File: src/rtl/loader_pkg.sv
// Shared types and constants for the instruction-memory UART boot loader.
// Optional LOADER_CHECKSUM_EN adds the CHECK state and trailing XOR checksum byte.
package loader_pkg;

    localparam logic [7:0] LOADER_HDR     = 8'hA5;
    localparam int         UART_DATA_BITS = 8;

    typedef enum logic [2:0] {
        S_IDLE,
        S_COUNT,
        S_DATA,
`ifdef LOADER_CHECKSUM_EN
        S_CHECK,
`endif
        S_DONE,
        S_ERROR
    } loader_state_t;

    typedef enum logic [1:0] {
        RX_IDLE,
        RX_START,
        RX_DATA,
        RX_STOP
    } rx_state_t;

endpackage

File: src/rtl/uart_rx_byte.sv
// 8N1 UART receiver: 2-flop synchronizer, mid-bit sampling timer, LSB-first shifter.
// Reports good bytes on rx_valid and bad start/stop bits on rx_ferr.
module uart_rx_byte
    import loader_pkg::*;
#(
    parameter int BAUD_DIV = 434
) (
    input  logic       i_clk,
    input  logic       i_rst_n,
    input  logic       i_rx,
    output logic [7:0] rx_data,
    output logic       rx_valid,
    output logic       rx_ferr
);

    localparam int            CW   = $clog2(BAUD_DIV);
    localparam logic [CW-1:0] HALF = CW'(BAUD_DIV / 2 - 1);
    localparam logic [CW-1:0] FULL = CW'(BAUD_DIV - 1);
    localparam logic [2:0]    LAST = 3'(UART_DATA_BITS - 1);

    logic          r_sync1;
    logic          r_sync2;
    logic          r_prev;
    rx_state_t     r_st;
    logic [CW-1:0] r_cnt;
    logic [2:0]    r_bit;
    logic [7:0]    r_shift;
    logic          r_valid;
    logic          r_ferr;
    logic          w_fall;
    logic          w_tick;

    assign w_fall   = r_prev & ~r_sync2;
    assign w_tick   = (r_cnt == '0);
    assign rx_data  = r_shift;
    assign rx_valid = r_valid;
    assign rx_ferr  = r_ferr;

    always_ff @(posedge i_clk or negedge i_rst_n) begin
        if (!i_rst_n) begin
            r_sync1 <= 1'b1;
            r_sync2 <= 1'b1;
            r_prev  <= 1'b1;
            r_st    <= RX_IDLE;
            r_cnt   <= '0;
            r_bit   <= '0;
            r_shift <= '0;
            r_valid <= 1'b0;
            r_ferr  <= 1'b0;
        end else begin
            r_sync1 <= i_rx;
            r_sync2 <= r_sync1;
            r_prev  <= r_sync2;
            r_valid <= 1'b0;
            r_ferr  <= 1'b0;
            unique case (r_st)
                RX_IDLE: begin
                    if (w_fall) begin
                        r_cnt <= HALF;
                        r_st  <= RX_START;
                    end
                end
                RX_START: begin
                    if (!w_tick) begin
                        r_cnt <= r_cnt - CW'(1);
                    end else if (r_sync2) begin
                        r_ferr <= 1'b1;
                        r_st   <= RX_IDLE;
                    end else begin
                        r_cnt <= FULL;
                        r_bit <= '0;
                        r_st  <= RX_DATA;
                    end
                end
                RX_DATA: begin
                    if (!w_tick) begin
                        r_cnt <= r_cnt - CW'(1);
                    end else begin
                        r_shift <= {r_sync2, r_shift[7:1]};
                        r_cnt   <= FULL;
                        if (r_bit == LAST) begin
                            r_st <= RX_STOP;
                        end else begin
                            r_bit <= r_bit + 3'(1);
                        end
                    end
                end
                RX_STOP: begin
                    // Back to idle on the sample so the next start edge is caught.
                    if (!w_tick) begin
                        r_cnt <= r_cnt - CW'(1);
                    end else begin
                        r_valid <= r_sync2;
                        r_ferr  <= ~r_sync2;
                        r_st    <= RX_IDLE;
                    end
                end
                default: r_st <= RX_IDLE;
            endcase
        end
    end

endmodule

File: src/rtl/imem_uart_loader.sv
// UART boot loader writing a framed image into instruction memory, CPU held in reset.
// Define LOADER_CHECKSUM_EN to require a trailing XOR checksum byte.
module imem_uart_loader
    import loader_pkg::*;
#(
    parameter int BAUD_DIV = 434,
    parameter int ADDR_W   = 5
) (
    input  logic              CLOCK_50,
    input  logic              reset_n,
    input  logic              uart_rx,
    output logic              imem_we,
    output logic [ADDR_W-1:0] imem_addr,
    output logic [31:0]       imem_wdata,
    output logic              cpu_reset,
    output logic              load_done,
    output logic              load_err
);

    localparam logic [8:0] MAX_N = 9'(1 << ADDR_W);

    logic [7:0]        w_rx_data;
    logic              w_rx_valid;
    logic              w_rx_ferr;
    loader_state_t     r_state;
    loader_state_t     w_next;
    logic [8:0]        r_count;
    logic [8:0]        r_words;
    logic [1:0]        r_idx;
    logic [23:0]       r_word;
    logic              r_we;
    logic [ADDR_W-1:0] r_addr;
    logic [31:0]       r_wdata;
    logic              r_cpu_reset;
    logic              r_done;
    logic              r_err;
    logic              w_in_frame;
    logic              w_last_word;
    logic              w_bad_n;
`ifdef LOADER_CHECKSUM_EN
    logic [7:0]        r_csum;
`endif

    uart_rx_byte #(
        .BAUD_DIV (BAUD_DIV)
    ) u_rx (
        .i_clk    (CLOCK_50),
        .i_rst_n  (reset_n),
        .i_rx     (uart_rx),
        .rx_data  (w_rx_data),
        .rx_valid (w_rx_valid),
        .rx_ferr  (w_rx_ferr)
    );

    assign imem_we    = r_we;
    assign imem_addr  = r_addr;
    assign imem_wdata = r_wdata;
    assign cpu_reset  = r_cpu_reset;
    assign load_done  = r_done;
    assign load_err   = r_err;

    assign w_last_word = (r_idx == 2'd3) && ((r_words + 9'(1)) == r_count);
    assign w_bad_n     = (w_rx_data == 8'd0) || ({1'b0, w_rx_data} > MAX_N);

`ifdef LOADER_CHECKSUM_EN
    assign w_in_frame = (r_state == S_COUNT) || (r_state == S_DATA) ||
                        (r_state == S_CHECK);
`else
    assign w_in_frame = (r_state == S_COUNT) || (r_state == S_DATA);
`endif

    always_comb begin
        w_next = r_state;
        if (w_rx_ferr) begin
            if (w_in_frame) begin
                w_next = S_ERROR;
            end
        end else if (w_rx_valid) begin
            unique case (r_state)
                S_IDLE, S_DONE, S_ERROR: begin
                    if (w_rx_data == LOADER_HDR) begin
                        w_next = S_COUNT;
                    end
                end
                S_COUNT: w_next = w_bad_n ? S_ERROR : S_DATA;
                S_DATA: begin
                    if (w_last_word) begin
`ifdef LOADER_CHECKSUM_EN
                        w_next = S_CHECK;
`else
                        w_next = S_DONE;
`endif
                    end
                end
`ifdef LOADER_CHECKSUM_EN
                S_CHECK: w_next = (w_rx_data == r_csum) ? S_DONE : S_ERROR;
`endif
                default: w_next = S_IDLE;
            endcase
        end
    end

    always_ff @(posedge CLOCK_50 or negedge reset_n) begin
        if (!reset_n) begin
            r_state     <= S_IDLE;
            r_count     <= '0;
            r_words     <= '0;
            r_idx       <= '0;
            r_word      <= '0;
            r_we        <= 1'b0;
            r_addr      <= '0;
            r_wdata     <= '0;
            r_cpu_reset <= 1'b1;
            r_done      <= 1'b0;
            r_err       <= 1'b0;
`ifdef LOADER_CHECKSUM_EN
            r_csum      <= '0;
`endif
        end else begin
            r_state     <= w_next;
            r_we        <= 1'b0;
            // Status flags follow the next state so they change with the accepting edge.
            r_cpu_reset <= (w_next != S_DONE);
            r_done      <= (w_next == S_DONE);
            r_err       <= (w_next == S_ERROR);
            if (r_we) begin
                r_addr <= r_addr + ADDR_W'(1);
            end
            if (w_rx_valid && (r_state == S_COUNT) && !w_bad_n) begin
                r_count <= {1'b0, w_rx_data};
                r_words <= '0;
                r_idx   <= '0;
                r_addr  <= '0;
`ifdef LOADER_CHECKSUM_EN
                r_csum  <= '0;
`endif
            end
            if (w_rx_valid && (r_state == S_DATA)) begin
                r_idx <= r_idx + 2'(1);
`ifdef LOADER_CHECKSUM_EN
                r_csum <= r_csum ^ w_rx_data;
`endif
                unique case (r_idx)
                    2'd0: r_word[7:0]   <= w_rx_data;
                    2'd1: r_word[15:8]  <= w_rx_data;
                    2'd2: r_word[23:16] <= w_rx_data;
                    2'd3: begin
                        r_we    <= 1'b1;
                        r_wdata <= {w_rx_data, r_word};
                        r_words <= r_words + 9'(1);
                    end
                    default: ;
                endcase
            end
        end
    end

endmodule

File: config.mk
export PLATFORM = sky130hd
export DESIGN_NAME = imem_uart_loader
export DESIGN_NICKNAME = d
export VERILOG_FILES = /design/src/rtl/loader_pkg.sv /design/src/rtl/uart_rx_byte.sv /design/src/rtl/imem_uart_loader.sv
export SDC_FILE = /design/constraint.sdc
export NUM_CORES = 1
export LEC_CHECK = 0
export ABC_AREA = 0
export CORE_MARGIN = 10
export CORE_UTILIZATION = 45
export CTS_BUF_LIST = sky130_fd_sc_hd__clkbuf_8
export DETAILED_ROUTE_END_ITERATION = 12
export GPL_TIMING_DRIVEN = 1
export PLACE_DENSITY = 0.78
export SLEW_MARGIN = 20
export SYNTH_ARGS = -nofsm -noshare
export SYNTH_HDL_FRONTEND = slang
export SYNTH_SLANG_ARGS = --single-unit
File: constraint.sdc
create_clock -name CLOCK_50 -period 2.45 [get_ports CLOCK_50]
set_clock_uncertainty 0.1 [all_clocks]
set_input_delay 0.49 -clock CLOCK_50 [delete_from_list [all_inputs] [get_ports CLOCK_50]]
set_output_delay 0.49 -clock CLOCK_50 [all_outputs]
set_load 0.005 [all_outputs]
Word level (Yosys, flattened, before mapping)
Index checks and enable logic that the tools add are counted.
{ "totals": {"out_inout_bits": 41, "regBits": 114, "in_bits": 3, "wordCells": 119} }
{ "op_classes": {"n_reduce_logical": 24, "n_mux": 40, "eq_ne": 25, "order_cmp": 1, "n_addsub": 5, "bitwise": 2} }
{ "ops": {"columns": ["cell", "count"], "rows": [
  ["2-to-1 mux 9 bit", 8],
  ["case mux 9 bit (4 select lines)", 1],
  ["2-to-1 mux 3 bit", 10],
  ["2-to-1 mux 2 bit", 8],
  ["2-to-1 mux 5 bit", 2],
  ["!= test 2 x 1 -> 1 bit (second input constant)", 5],
  ["AND reduction 2 bit", 5],
  ["AND reduction 5 bit", 2],
  ["adder 9 x 1 -> 9 bit (second input constant)", 1],
  ["equality test 3 x 2 -> 1 bit (second input constant)", 3],
  ["equality test 3 bit (second input constant)", 3],
  ["equality test 9 x 8 -> 1 bit", 1],
  ["zero test 9 bit", 1],
  ["case mux 3 bit (3 select lines)", 1],
  ["subtractor 9 x 1 -> 9 bit (second input constant)", 1],
  ["equality test 2 bit (second input constant)", 4],
  ["equality test 8 bit (second input constant)", 1],
  ["greater-than comparator 8 x 6 -> 1 bit (second input constant)", 1],
  ["zero test 8 bit", 1],
  ["case mux 2 bit (4 select lines)", 1],
  ["2-to-1 mux 1 bit", 7],
  ["!= test 2 bit (second input constant)", 3],
  ["case mux 3 bit (2 select lines)", 1],
  ["nonzero test 2 bit", 3],
  ["other kinds (17)", 23]
]} }

Longest topological paths before layout
{ "depth": {"depth_word": 8, "ltp_mapped": 10} }

By module
From an unflattened synthesis, not the netlist that was laid out.
{ "unflattened": {"hier_cells": 516, "hier_area_um2": 5398.9} }
{ "by_module_without_submodules": {"columns": ["module", "seq_area_each_um2", "area_per_inst_um2", "n_inst", "cells_per_inst"], "rows": [
  ["imem_uart_loader", 2178.3, 3886.2, 1, 373],
  ["uart_rx_byte", 679.4, 1512.7, 1, 143]
]} }

Least setup slack after synthesis
No wires, ideal clock.
{ "synth_timing": {"path_kind": "reg2reg", "start": "register u_rx.r_cnt[0]", "end": "register u_rx.r_cnt[0]", "setup_slack_ps": 115, "path_stages_with_launch": 10, "setup_time_ps": 132, "synth_period_minus_slack_ps": 2335, "arrival_time_ps": 2103, "path_cell_list": "dfrtp_1 > inv_1 > ha_1 > or3b_2 > buf_2 > or3_4 > o21ai_4 > o21ai_1 > a21oi_1 > o21ai_1"} }
{ "synth_between": {"elab_chain_len": 3, "word_cells_on_any_way": 9, "cone_classes": "add/sub (1); eq/ne (2); mux (4); reduce/logical (2)"} }
{ "synth_lines": {"columns": ["item", "line_no", "text"], "rows": [
  ["from (decl)", "uart_rx_byte.sv:25", "logic [CW-1:0] r_cnt;"],
  ["from (signal assigned)", "uart_rx_byte.sv:65", "r_cnt <= r_cnt - CW'(1);"],
  ["from (signal assigned)", "uart_rx_byte.sv:77", "r_cnt <= r_cnt - CW'(1);"],
  ["from (signal assigned)", "uart_rx_byte.sv:91", "r_cnt <= r_cnt - CW'(1);"],
  ["subtractor 9 x 1 -> 9 bit or zero test 9 bit (tied branches)", null, null],
  ["2-to-1 mux 9 bit (tied with other cells)", "uart_rx_byte.sv:90", "if (!w_tick) begin"],
  ["case mux 9 bit (4 select lines) or AND reduction 3 bit (tied branches)", null, null]
]} }
Several ways; a longest one is shown, not always the timed one. The select of a mux whose other input is x is not followed.
A chain may end at the register's enable or synchronous reset.

Worst setup path after layout
{ "layout_timing": {"start": "register u_rx.r_cnt[1]", "end": "register u_rx.r_cnt[4]"} }
Same word-level chain as after synthesis.

==> summary.txt <==
Setup WS post-layout: 0.125 ns
Post-Syn Area: 0.00523 mm2
Async S/R FF share, synth: 100%
largest family of logic cells by synthesized area: simple AND/OR/NAND/NOR gates
die area: 0.0163 mm2
leakage: 3.05 nW
FF+latch count, synth: 114
post-synth cell types: 62
CP endpoint kind: flip-flop
adder-cell share of the synthesized area: 3.11%
die height: 128 um
Clock Root Buffer: clkbuf_8
most used cell, CP: o21ai_0
GR Overflow Total: 0
worst slack, placed: 0.0218 ns
PD cells: 750 mW/mm2
post-CTS setup buffer count: 0
Synth Area in XOR/XNOR: 3.18%
Routed Antenna Nets: 0
dpl cells: 668
hold buffer count at CTS: 0
number of global-route vias before repair: 3773
Yosys warnings: 0
Arrival @ worst endpoint: 2.57 ns
Clock transition at path regs: 0.07 ns
detailed router's first-iteration violation count: 206
Seq/Total Area, Yosys: 54.6%
hold slack final: 0.0137 ns
Pwr Total: 4.71 mW
WP data required: 2.70 ns
Initial Utilization: 45.8%
Post-Syn Instances: 483
post-synthesis simple-gate area fraction: 16.8%
CP cell instances: inv_1 -> ha_1 -> or3b_4 -> or3_4 -> o21ai_4 -> buf_4 -> o21ai_0 -> o21ai_0
clock tree buffer depth: 2
Max FO, Critical Path: 7
CTS tree: yes
largest net degree at the start of global routing: 115
share of cells above drive strength 1: 20.5%
CP max-delay cell: or3b_4
Antenna Cells: 0
DR WL/cell: 15.7 um
core area: 0.0114 mm2
syn avg cell area: 10.8 um2
RSZ-0062 raised after global routing: no
Mapped Nets: 499
commonest non-fill, non-tap cells in the layout: 110 x dfrtp_1, 104 x nand2_1, 46 x mux2_2
FILL cells: 972
final worst-path cycle share: 94.9%
Vias: 3777
die width: 128 um
drt pass-1 iters: 4
Max Freq: 0.430 GHz
slowest stage delay, CP: 0.44 ns
clk sink count: 114
Residual DRC: 0
Non-Filler Instances: 700
IO Pins: 44
Total Wirelength: 11000 um
Hold WC Path Type: input port to async pin
critical path class: flip-flop to flip-flop
Slew Viols, Final: 0
clock latency at the later pin of the worst-skew pair: 0.44 ns
Main synth FF type: dfrtp_1
setup tns final: 0 ns
H-tree depth: 4
synth-to-layout area growth: 20.0%
commonest non-fill, non-tap cell in the layout: dfrtp_1
maxcap violations: 0
Post-synth EDFFs: 0
Worst VDD drop: 0.561 mV
crit path time final: 2.32 ns
initial antenna violation count: 0
worst slew margin relative to its limit: 60.4%
CTS Buf Count: 17
Tot GR Track Use: 13.7%
multiplexer area fraction after synthesis: 10.1%
Std-Cell Rows: 39
global-route wire length before repair: 18300 um
Final setup viols: 0
post-synthesis compound-gate area fraction: 9.75%
GPL Wtd Cong: 0.866
Final Hold Fails: 0
measured slew at the worst slew-check pin: 0.589 ns
outcome: completed
dpl hpwl: 7480 um
NumNets Final: 560
Via density: 5.40
crit start category: flip-flop
I/O Buffers: 43
## worst max-delay path: cells and delay by family (launching register included)
kind,cells,cell delay [ns]
compound gates,3,0.44
fa+ha+maj,1,0.19
buf+inv,2,0.25
flops,1,0.41
simple gates,2,0.84
## sequential cells by signal, summed over array words and instances (netlist names), named ones only
| name | count |
|---|---|
| cpu_reset | 1 |
| imem_addr | 5 |
| imem_wdata | 32 |
| imem_we | 1 |
| load_done | 1 |
| load_err | 1 |
| r_count | 8 |
| r_idx | 2 |
| r_state | 3 |
| r_word | 24 |
| r_words | 9 |
| u_rx.r_bit | 3 |
| u_rx.r_cnt | 9 |
| u_rx.r_prev | 1 |
| u_rx.r_st | 1 |
| u_rx.r_sync1 | 1 |
| u_rx.r_sync2 | 1 |
| u_rx.rx_data | 8 |
| u_rx.rx_ferr | 1 |
| u_rx.rx_valid | 1 |
## path summary, 6_finish.rpt
kind	slack, ns	startpoint	cells after the start	to
max	0.13	u_rx.r_cnt[1]	8	u_rx.r_cnt[4]
min	0.01	reset_n	2	imem_wdata[15]
max reg2reg	0.13	u_rx.r_cnt[1]	8	u_rx.r_cnt[4]
min reg2reg	0.26	u_rx.r_sync1	0	u_rx.r_sync2
max in group asynchronous	1.79	reset_n	2	load_err
min in group CLOCK_50	0.26	u_rx.r_sync1	0	u_rx.r_sync2
## final cells by class
| class | count | area (um2) | area share [%] |
|---|---|---|---|
| Clock buffer | 20 | 275 | 4.38 |
| Clock inverter | 12 | 106 | 1.69 |
| Inverter | 10 | 37.5 | 0.597 |
| Multi-Input combinational cell | 340 | 2250 | 35.8 |
| Sequential cell | 114 | 2860 | 45.5 |
| Tap cell | 143 | 179 | 2.85 |
| Timing Repair Buffer | 61 | 576 | 9.16 |
## per-stage QoR
stage | instance area (um2) | utilization, %
after CTS | 6280 | 55.0
after global routing | 6280 | 55.0
final | 6280 | 55.0
after global placement | 5900 | 51.7
after detailed placement | 5900 | 51.7
after floorplan | 5230 | -
## kinds of logic after synthesis
group,count (synthesis)
muxes,47
buffers and inverters,29
and+or+nand+nor,185
xor gates and xnor gates,19
adders and majority gates,13
AOI/OAI and AO/OA,76
DFF,114
## Yosys cell counts, types with 2 or more instances
master / number / area share, %
dfstp_2: 4 / 2.0
o21ai_0: 26 / 2.5
nand3b_1: 2 / 0.29
nor2b_1: 4 / 0.48
o22a_1: 2 / 0.33
nand3_1: 8 / 0.77
nand4_1: 5 / 0.60
inv_1: 9 / 0.65
mux2_2: 46 / 9.9
buf_1: 2 / 0.14
a21boi_0: 2 / 0.29
clkbuf_1: 9 / 0.65
a22o_1: 2 / 0.33
nor4_1: 4 / 0.48
nor3b_1: 3 / 0.43
ha_1: 13 / 3.1
and3_1: 2 / 0.24
xnor2_1: 10 / 1.7
and2_1: 10 / 1.2
dfrtp_1: 110 / 53
a41o_1: 2 / 0.38
a31oi_1: 2 / 0.24
o21ai_1: 5 / 0.48
o211ai_1: 3 / 0.43
nand2_1: 104 / 7.5
o41ai_1: 2 / 0.33
nor2_1: 18 / 1.3
or3b_2: 2 / 0.33
nand2b_1: 3 / 0.36
a21oi_1: 13 / 1.2
xor2_1: 9 / 1.5
nor3_1: 9 / 0.86
o31ai_1: 4 / 0.57
buf_2: 6 / 0.57
## report_power, final
group          internal, mW  total (mW)  switching, mW
registers              1.98        2.08          0.105
clock network         0.878        1.66          0.786
logic                 0.386       0.964          0.578
total                  3.24        4.71           1.47
## per-layer routing
metal / global-route usage, % / routed length [um] / vias up
met4: 5.83 / 208 / 0
li1: - / - / 1795
met2: 22.3 / 5530 / 76
met3: 3.85 / 488 / 18
met5: 0 / 0 / -
met1: 16.6 / 4750 / 1888
## what timing repair did
item                                   4_1_cts  5_1_grt
endpoints found under the hold margin        0        0
setup endpoints to repair                    0       11
gates resized for setup                      0        2
Power figures use the tool's default switching activity.
